==> src/rtl/tx_frame_builder_pkg.sv <==
// Shared constants and state encoding for the Ethernet TX frame builder
// and the matching RX-side CRC checker.
package tx_frame_builder_pkg;

   localparam logic [31:0] CRC32_POLY_REFL = 32'hEDB8_8320;
   localparam logic [31:0] CRC32_INIT      = 32'hFFFF_FFFF;
   // CRC register value after a good frame including its FCS (no final xor)
   localparam logic [31:0] CRC32_RESIDUE   = 32'hDEBB_20E3;

   localparam int ETH_MIN_FRAME = 60;
   localparam int ETH_MAX_FRAME = 1514;

   typedef enum logic [2:0] {
      S_IDLE = 3'd0,
      S_DATA = 3'd1,
      S_PAD  = 3'd2,
      S_FCS  = 3'd3,
      S_DROP = 3'd4
   } state_t;

endpackage

==> src/rtl/crc32_d8.sv <==
// Combinational Ethernet CRC-32 update for one byte, reflected polynomial,
// bits consumed LSB first.
module crc32_d8
   import tx_frame_builder_pkg::*;
(
   input  logic [31:0] crc_in,
   input  logic [7:0]  d,
   output logic [31:0] crc_out
);

   logic [31:0] w_c;

   // Shift the eight data bits through the LFSR, LSB first
   always_comb begin
      w_c = crc_in;
      for (int i = 0; i < 8; i++) begin
         if (w_c[0] ^ d[i]) begin
            w_c = (w_c >> 1) ^ CRC32_POLY_REFL;
         end else begin
            w_c = w_c >> 1;
         end
      end
      crc_out = w_c;
   end

endmodule

==> src/rtl/my_bin2gray.sv <==
// Binary to reflected-gray conversion for counters crossing clock domains.
module my_bin2gray #(
   parameter int WIDTH = 16
)(
   input  logic [WIDTH-1:0] i_bin,
   output logic [WIDTH-1:0] o_gray
);

   // Each gray bit is the xor of neighbouring binary bits
   always_comb begin
      o_gray = i_bin ^ (i_bin >> 1);
   end

endmodule

==> src/rtl/tx_frame_builder.sv <==
// Frame builder in front of the RMII transmitter: pads short frames with
// zeros, appends the CRC-32 FCS and marks the last FCS byte with EOD.
// Overlong frames are cut at MAX_FRAME, get a deliberately bad FCS and the
// rest of the input frame is swallowed.
module tx_frame_builder
   import tx_frame_builder_pkg::*;
#(
   parameter int MIN_FRAME = ETH_MIN_FRAME,
   parameter int MAX_FRAME = ETH_MAX_FRAME,
   parameter int BCNT_W    = 11
)(
   input  logic        REF_CLK,
   input  logic        arst_n,
   input  logic [7:0]  in_tdata,
   input  logic        in_tvalid,
   input  logic        in_tlast,
   output logic        in_tready,
   output logic [7:0]  fifo_din,
   output logic        fifo_EOD_in,
   output logic        fifo_wren,
   input  logic        fifo_full,
   output logic [15:0] frame_count_gray,
   output logic [15:0] oversize_count_gray
);

   localparam logic [BCNT_W-1:0] MIN_B   = BCNT_W'(MIN_FRAME);
   localparam logic [BCNT_W-1:0] MAX_B   = BCNT_W'(MAX_FRAME);
   localparam bit                MIN_LE1 = (MIN_FRAME <= 1);

   state_t            r_state, w_state_nxt;
   logic [BCNT_W-1:0] r_bcnt, w_bcnt_nxt, w_bcnt_inc;
   logic [31:0]       r_crc, w_crc_nxt, w_crc_upd, w_fcs;
   logic [15:0]       r_frame_cnt, w_frame_cnt_nxt;
   logic [15:0]       r_over_cnt, w_over_cnt_nxt;
   logic              r_oversize, w_oversize_nxt;
   logic [1:0]        r_fcs_idx, w_fcs_idx_nxt;
   logic              r_ready_en;
   logic [7:0]        w_crc_d, w_fcs_byte;
   logic              w_accept;

   assign w_bcnt_inc = r_bcnt + {{(BCNT_W-1){1'b0}}, 1'b1};
   assign w_accept   = in_tvalid & in_tready;
   // Oversize frames get the FCS inverted a second time so the receiver drops them
   assign w_fcs      = ~r_crc ^ {32{r_oversize}};

   crc32_d8 u_crc (
      .crc_in  (r_crc),
      .d       (w_crc_d),
      .crc_out (w_crc_upd)
   );

   my_bin2gray #(.WIDTH(16)) u_gray_frames (
      .i_bin  (r_frame_cnt),
      .o_gray (frame_count_gray)
   );

   my_bin2gray #(.WIDTH(16)) u_gray_oversize (
      .i_bin  (r_over_cnt),
      .o_gray (oversize_count_gray)
   );

   // Select the CRC input byte and the FCS byte currently on offer
   always_comb begin
      w_crc_d = (r_state == S_PAD) ? 8'h00 : in_tdata;
      case (r_fcs_idx)
         2'd0:    w_fcs_byte = w_fcs[7:0];
         2'd1:    w_fcs_byte = w_fcs[15:8];
         2'd2:    w_fcs_byte = w_fcs[23:16];
         2'd3:    w_fcs_byte = w_fcs[31:24];
         default: w_fcs_byte = 8'h00;
      endcase
   end

   // Next-state, handshake and FIFO write decode; full FIFO freezes every state
   always_comb begin
      w_state_nxt     = r_state;
      w_bcnt_nxt      = r_bcnt;
      w_crc_nxt       = r_crc;
      w_frame_cnt_nxt = r_frame_cnt;
      w_over_cnt_nxt  = r_over_cnt;
      w_oversize_nxt  = r_oversize;
      w_fcs_idx_nxt   = r_fcs_idx;
      in_tready       = 1'b0;
      fifo_wren       = 1'b0;
      fifo_din        = 8'h00;
      fifo_EOD_in     = 1'b0;
      case (r_state)
         S_IDLE: begin
            in_tready = r_ready_en & ~fifo_full;
            fifo_din  = in_tdata;
            fifo_wren = w_accept;
            if (w_accept) begin
               w_bcnt_nxt = {{(BCNT_W-1){1'b0}}, 1'b1};
               w_crc_nxt  = w_crc_upd;
               if (in_tlast) begin
                  w_state_nxt = MIN_LE1 ? S_FCS : S_PAD;
               end else begin
                  w_state_nxt = S_DATA;
               end
            end else begin
               w_state_nxt = S_IDLE;
            end
         end
         S_DATA: begin
            in_tready = r_ready_en & ~fifo_full;
            fifo_din  = in_tdata;
            fifo_wren = w_accept;
            if (w_accept) begin
               w_bcnt_nxt = w_bcnt_inc;
               w_crc_nxt  = w_crc_upd;
               if (in_tlast) begin
                  w_state_nxt = (w_bcnt_inc < MIN_B) ? S_PAD : S_FCS;
               end else if (w_bcnt_inc == MAX_B) begin
                  w_oversize_nxt = 1'b1;
                  w_state_nxt    = S_FCS;
               end else begin
                  w_state_nxt = S_DATA;
               end
            end else begin
               w_state_nxt = S_DATA;
            end
         end
         S_PAD: begin
            fifo_wren = r_ready_en & ~fifo_full;
            fifo_din  = 8'h00;
            if (fifo_wren) begin
               w_bcnt_nxt  = w_bcnt_inc;
               w_crc_nxt   = w_crc_upd;
               w_state_nxt = (w_bcnt_inc == MIN_B) ? S_FCS : S_PAD;
            end else begin
               w_state_nxt = S_PAD;
            end
         end
         S_FCS: begin
            fifo_wren   = r_ready_en & ~fifo_full;
            fifo_din    = w_fcs_byte;
            fifo_EOD_in = fifo_wren & (r_fcs_idx == 2'd3);
            if (fifo_wren) begin
               w_fcs_idx_nxt = r_fcs_idx + 2'd1;
               if (r_fcs_idx == 2'd3) begin
                  w_frame_cnt_nxt = r_frame_cnt + 16'd1;
                  w_over_cnt_nxt  = r_over_cnt + {15'd0, r_oversize};
                  w_bcnt_nxt      = {BCNT_W{1'b0}};
                  w_crc_nxt       = CRC32_INIT;
                  w_oversize_nxt  = 1'b0;
                  w_state_nxt     = r_oversize ? S_DROP : S_IDLE;
               end else begin
                  w_state_nxt = S_FCS;
               end
            end else begin
               w_state_nxt = S_FCS;
            end
         end
         S_DROP: begin
            in_tready = r_ready_en;
            if (w_accept && in_tlast) begin
               w_state_nxt = S_IDLE;
            end else begin
               w_state_nxt = S_DROP;
            end
         end
         default: begin
            w_state_nxt = S_IDLE;
         end
      endcase
   end

   // State, CRC and counter registers; ready_en holds off the handshake one edge after reset
   always_ff @(posedge REF_CLK or negedge arst_n) begin
      if (!arst_n) begin
         r_state     <= S_IDLE;
         r_bcnt      <= {BCNT_W{1'b0}};
         r_crc       <= CRC32_INIT;
         r_frame_cnt <= 16'd0;
         r_over_cnt  <= 16'd0;
         r_oversize  <= 1'b0;
         r_fcs_idx   <= 2'd0;
         r_ready_en  <= 1'b0;
      end else begin
         r_state     <= w_state_nxt;
         r_bcnt      <= w_bcnt_nxt;
         r_crc       <= w_crc_nxt;
         r_frame_cnt <= w_frame_cnt_nxt;
         r_over_cnt  <= w_over_cnt_nxt;
         r_oversize  <= w_oversize_nxt;
         r_fcs_idx   <= w_fcs_idx_nxt;
         r_ready_en  <= 1'b1;
      end
   end

endmodule

==> config.mk <==
export PLATFORM = sky130hd
export DESIGN_NAME = tx_frame_builder
export DESIGN_NICKNAME = d
export VERILOG_FILES = /design/src/rtl/tx_frame_builder_pkg.sv /design/src/rtl/crc32_d8.sv /design/src/rtl/my_bin2gray.sv /design/src/rtl/tx_frame_builder.sv
export SDC_FILE = /design/constraint.sdc
export NUM_CORES = 1
export LEC_CHECK = 0
export BUFFER_PORTS_ARGS = -buffer_cell sky130_fd_sc_hd__clkbuf_2
export CORE_UTILIZATION = 48
export CTS_BUF_LIST = sky130_fd_sc_hd__clkbuf_8
export CTS_CLUSTER_DIAMETER = 30
export DETAILED_ROUTE_END_ITERATION = 10
export GPL_TIMING_DRIVEN = 0
export PLACE_DENSITY = 0.64
export SYNTH_ARGS = -nofsm -noshare
export SYNTH_HDL_FRONTEND = slang
export SYNTH_SLANG_ARGS = --single-unit
==> constraint.sdc <==
create_clock -name REF_CLK -period 4.47 [get_ports REF_CLK]
set_input_delay 0.6705 -clock REF_CLK [delete_from_list [all_inputs] [get_ports REF_CLK]]
set_output_delay 0.6705 -clock REF_CLK [all_outputs]
set_load 0.01 [all_outputs]
Word level (Yosys, flattened, before mapping) --
Index checks and enable logic that the tools add are counted.
Word-level totals: bits in registers 82, input port bits 13, output and inout bits 43, logic and storage cells 111
Cells by class: add/sub/neg operators 4, order comparisons 1, equal/unequal tests 17, muxes and demuxes 44, bitwise operators 24, reduce and logical (&&, ||, !) cells 13
Operators by type and width (count):
- $mux 32 | 12
- $not 13->14 | 8
- $pmux 32 s3 | 1
- $mux 11 | 5
- $pmux 11 s4 | 1
- $not 32->32 | 1
- $pmux 8 s4 | 1
- $xor 16x15->16 | 2
- $xor 32x32->32 | 1
- $mux 3 | 6
- $add 16x1->16 | 1
- $add 16x1->16 const B | 1
- $pmux 8 s2 | 1
- $pmux 3 s5 | 1
- $ne 2x2->1 const B | 6
- $reduce_and 6->1 | 2
- $add 11x1->11 const B | 1
- $eq 11x11->1 const B | 1
- $eq 11x6->1 const B | 1
- $lt 11x6->1 const B | 1
- $mux 1 | 9
- $mux 8 | 1
- $xor 1x1->1 | 8
- $eq 3x2->1 const B | 2
- other kinds (20) | 29

Logic depth before layout (Yosys ltp) --
word-level depth 20, mapped depth 9, gate-level depth less buffers 7

Hierarchy --
From an unflattened synthesis, not the netlist that was laid out.
Second synthesis, totals: cell total of the unflattened synthesis 548, area total of the unflattened synthesis 5496.5 sq um
By module, submodules not included:
- tx_frame_builder | times used 1, cells each 446, area each 4449.3 sq um, sequential area each 2092.0 sq um
- crc32_d8 | times used 1, cells each 70, area each 769.5 sq um, sequential area each 0.0 sq um
- my_bin2gray | times used 2, cells each 16, area each 138.9 sq um, sequential area each 0.0 sq um

Worst setup path after synthesis --
Ideal clock, no wire load.
path kind reg-to-output, start reg r_fcs_idx[0], end out fifo_din[0], data arrival time 1784 ps, required time 3799 ps, path slack 2016 ps, cell stages (with the launch flop) 10, buffers on the path 2, path through dfrtp_1 inv_1 ha_1 clkbuf_1 clkbuf_1 a221oi_1 a21oi_1 a211oi_1 a21oi_1 a22o_1
Between the ends: longest elaborated chain between the ends 3, elaborated cells on any way between the ends 6, those cells by class eq/ne (3); mux (2); reduce/logical (1)
Ends and longest elaborated chain:
- start, declared | line tx_frame_builder.sv:36 | logic [1:0] r_fcs_idx, w_fcs_idx_nxt;
- start signal, assigned | line tx_frame_builder.sv:186 | r_fcs_idx <= w_fcs_idx_nxt;
- $eq 2x2->1, or another cell as far along | line tx_frame_builder.sv:65 | case (r_fcs_idx)
- $pmux 8 s4 (*) | line tx_frame_builder.sv:65
- $pmux 8 s2 (*) | line tx_frame_builder.sv:87 | case (r_state)
- end, declared | line tx_frame_builder.sv:18 | output logic [7:0] fifo_din,
Every way passes the cells marked *; elsewhere a longest branch is shown, timed or not.

Worst setup path after layout --
Same ends and word-level chain as after synthesis.

==> qor.csv <==
stage,metric,value,unit
run_status,status,finished with violations,
run_status,failing checks,design-rule violations,
routing,Avg Vias per Cell,5.53,
routing,DR vias,4417,
final_layout,Reg area,2090,sq um
final_layout,multi-input logic area,3350,sq um
synthesis,post-synthesis xor/xnor area fraction,0.230,
sta,final setup margin,0.927,ns
power_and_ir_drop,Max VDD drop,0.000506,V
power_and_ir_drop,Design Power,3.64,mW
sta,Fin. Hold Viols,0,
global_route,GRT overflow,0,
hold_path,Min-Delay Path Class,input pin to async pin,
placement,post-place setup slack,1.43,ns
setup_path,Critical Path Fanout Max,10,
floorplan,core area,11500,sq um
final_layout,Layout area overhead,11.3,%
floorplan,Site Rows,39,
final_layout,Filler Cell Count,1061,
setup_path,Critical Path RT,3.80,ns
final_layout,Nets,700,
sta,max frequency,282,MHz
sta,Final period util,0.793,
global_route,global-route wire length before repair,23200,microns
routing,initial DRC count,250,
cts,htree depth,3,
setup_path,WS Path Type,flip-flop to primary output,
synthesis,Synth Area in Adders,0.0787,
setup_path,CP max stage cell,clkbuf_1,
synthesis,mux cell area share after synthesis,0.0184,
final_layout,Non-Filler Instances,799,
synthesis,Synth Warn #,0,
sta,RSZ-0062 raised after global routing,false,
cts,postcts setup bufs,0,
synthesis,Post-synth ARST share,1.00,
final_layout,share of layout cells above drive strength 1,0.197,
global_route,Tot GR Track Use,0.244,
cts,CTS Sinks,82,
synthesis,Simple-Gate Fraction of Synth Area,0.120,
placement,gpl congestion,0.862,
synthesis,commonest register cell after synthesis,dfrtp_1,
global_route,initial antenna violation count,0,
global_route,number of global-route vias before repair,4530,
final_layout,n_diodes,0,
routing,final WL,14000,microns
sta,max_slew headroom,0.434,
routing,drt first pass iters,8,
cts,CTS tree,built,
synthesis,compound-cell area share of the yosys netlist,0.137,
setup_path,flop2flop setup slack,2.04,ns
sta,Final min period,3.54,ns
floorplan,Total Die Area,12400,sq um
routing,# DRC,9,
synthesis,largest family of logic cells by synthesized area,XOR/XNOR gates,
power_and_ir_drop,Power Density,571,nW/um^2
floorplan,Die Height,111,microns
setup_path,crit path DAT,2.87,ns
synthesis,Synth Instances,587,
setup_path,RR Startpoint,r_crc[5],
synthesis,syn_area_per_cell,9.76,sq um
synthesis,#FFs+latches synth,82,
synthesis,Post-Syn Nets,636,
setup_path,Startpoint Class,flip-flop,
setup_path,Register-to-Register Path Depth,6,
synthesis,"EDFF count, synth",0,
cts,Post-CTS Hold Buffers,0,
setup_path,Crit. End Element,primary output,
sta,Setup-failing EPs final,0,
setup_path,"critical path, cell by cell",inv_1 > ha_1 > clkbuf_1 > clkbuf_1 > a22oi_1 > a21oi_1 > a211oi_1 > a21oi_1 > a22o_1 > clkbuf_2,
cts,PostCTS Resize Cnt,0,
synthesis,sequential cell area fraction in the yosys report,0.365,
job,number of max-cap violations,0,
floorplan,Initial Util,0.497,
synthesis,unique cell type count in the Yosys netlist,56,
global_route,largest net degree at the start of global routing,57,
sta,Worst Max-Slew Pin Slew,0.846,ns
placement,number of port buffers,52,
setup_path,r2r endpoint,r_crc[21],
sta,clock skew,0.00788,ns
floorplan,Boundary Pins,56,
synthesis,Post-Synthesis Cell Area,5730,sq um
cts,CTS root buf,clkbuf_8,
cts,CTS Buf Count,9,
floorplan,die width,111,microns
cts,clock slew at reported path FFs,0.08,ns
cts,Max clock buf depth,2,
placement,hpwl dp,10300,microns
routing,Wirelength per Cell,17.5,microns
sta,Max Slew Vio Count,0,
power_and_ir_drop,LEAKAGE,2.99,nW
cts,latest clock arrival within the worst-skew pair,0.37,ns
routing,Routed Antenna Nets,0,
sta,setup tns final,0,ns
setup_path,Slowest Stage Delay on Critical Path,0.45,ns
placement,placed cells,783,
registers in the layout (all words and copies together) (netlist names):
name and flops:
r_crc 32, r_over_cnt 16, r_state 3, r_bcnt 11
r_ready_en 1, r_oversize 1, r_fcs_idx 2, r_frame_cnt 16
metal layers:
| metal | routed length, microns | GRT usage | vias up |
|---|---|---|---|
| li1 | - | - | 2137 |
| met1 | 6300 | 0.308 | 2148 |
| met2 | 6820 | 0.405 | 101 |
| met3 | 558 | 0.0569 | 31 |
| met4 | 342 | 0.0883 | 0 |
| met5 | 0 | 0 | - |
cell type report:
type / instances / area share
multi-input combinational: 439 / 0.525
clock buffer: 9 / 0.0194
inverter: 22 / 0.0130
timing repair buffer: 53 / 0.0455
tap: 143 / 0.0281
buffer: 44 / 0.0318
clock inverter: 7 / 0.00864
sequential: 82 / 0.328
placed cells by master, fill, tap and decap left out, types with 11 or more instances in the layout:
| cell | instances |
|---|---|
| xor2_1 | 35 |
| o21ai_0 | 17 |
| nand2_1 | 43 |
| nand3_1 | 11 |
| dfrtp_1 | 50 |
| clkbuf_2 | 51 |
| a21oi_1 | 25 |
| nor2_1 | 38 |
| inv_1 | 26 |
| xnor2_1 | 93 |
| a22oi_1 | 15 |
| dfstp_2 | 32 |
| ha_1 | 36 |
| clkbuf_1 | 26 |
worst max-delay path, delay by kind of cell (launching register included):
kind | cells | cell delay (ns)
adder cells (fa/ha/maj) | 1 | 0.16
buffers and inverters | 4 | 1.03
AO/OA/AOI/OAI | 5 | 0.90
flip-flops | 1 | 0.41
through the flow:
stage               utilization  instance area (sq um)  hold slack (ns)
floorplan                     -                   5730            0.375
global placement          0.535                   6170            0.478
detailed placement        0.538                   6200            0.490
CTS                       0.554                   6370            0.248
global route              0.554                   6370            0.269
finish                    0.554                   6370            0.256
synthesized netlist by cell type (10+ instances only):
cell      instances  area, sq um
a21oi_1          25          125
a22oi_1          15          113
a31oi_1          10         62.6
and3_1           10         62.6
clkbuf_1         26         97.6
dfrtp_1          50         1250
dfstp_2          32          841
ha_1             36          450
inv_1            22         82.6
nand2_1          43          161
nand3_1          11         55.1
nor2_1           38          143
o21ai_0          17         85.1
xnor2_1          93          815
xor2_1           35          307
power by group:
group          leakage [nW]  switching, mW  internal (mW)  total, mW
combinational          1.87           1.04          0.942       1.98
clock                 0.108          0.271          0.248      0.519
sequential             1.01          0.133           1.01       1.14
total                  2.99           1.44           2.20       3.64
logic make-up after synthesis:
family / Yosys count
mux: 10
fa+ha+maj: 36
other cells: 1
buf+inv: 66
xor+xnor: 138
flops: 82
simple gates: 140
compound gates: 114
how the worst max path moves through the flow:
stage / to / slack [ns] / cells after the start / start
final: fifo_din[0] / 0.93 / 10 / r_fcs_idx[0]
after global routing: fifo_din[0] / 0.80 / 10 / r_fcs_idx[0]
after CTS: fifo_din[0] / 0.99 / 10 / r_fcs_idx[0]
after floorplan: fifo_din[0] / 2.02 / 9 / r_fcs_idx[0]
after detailed placement: fifo_din[0] / 1.43 / 10 / r_fcs_idx[0]
after global placement: fifo_din[1] / 1.47 / 10 / r_fcs_idx[1]
Note: power is estimated with default switching activity, not from simulation.
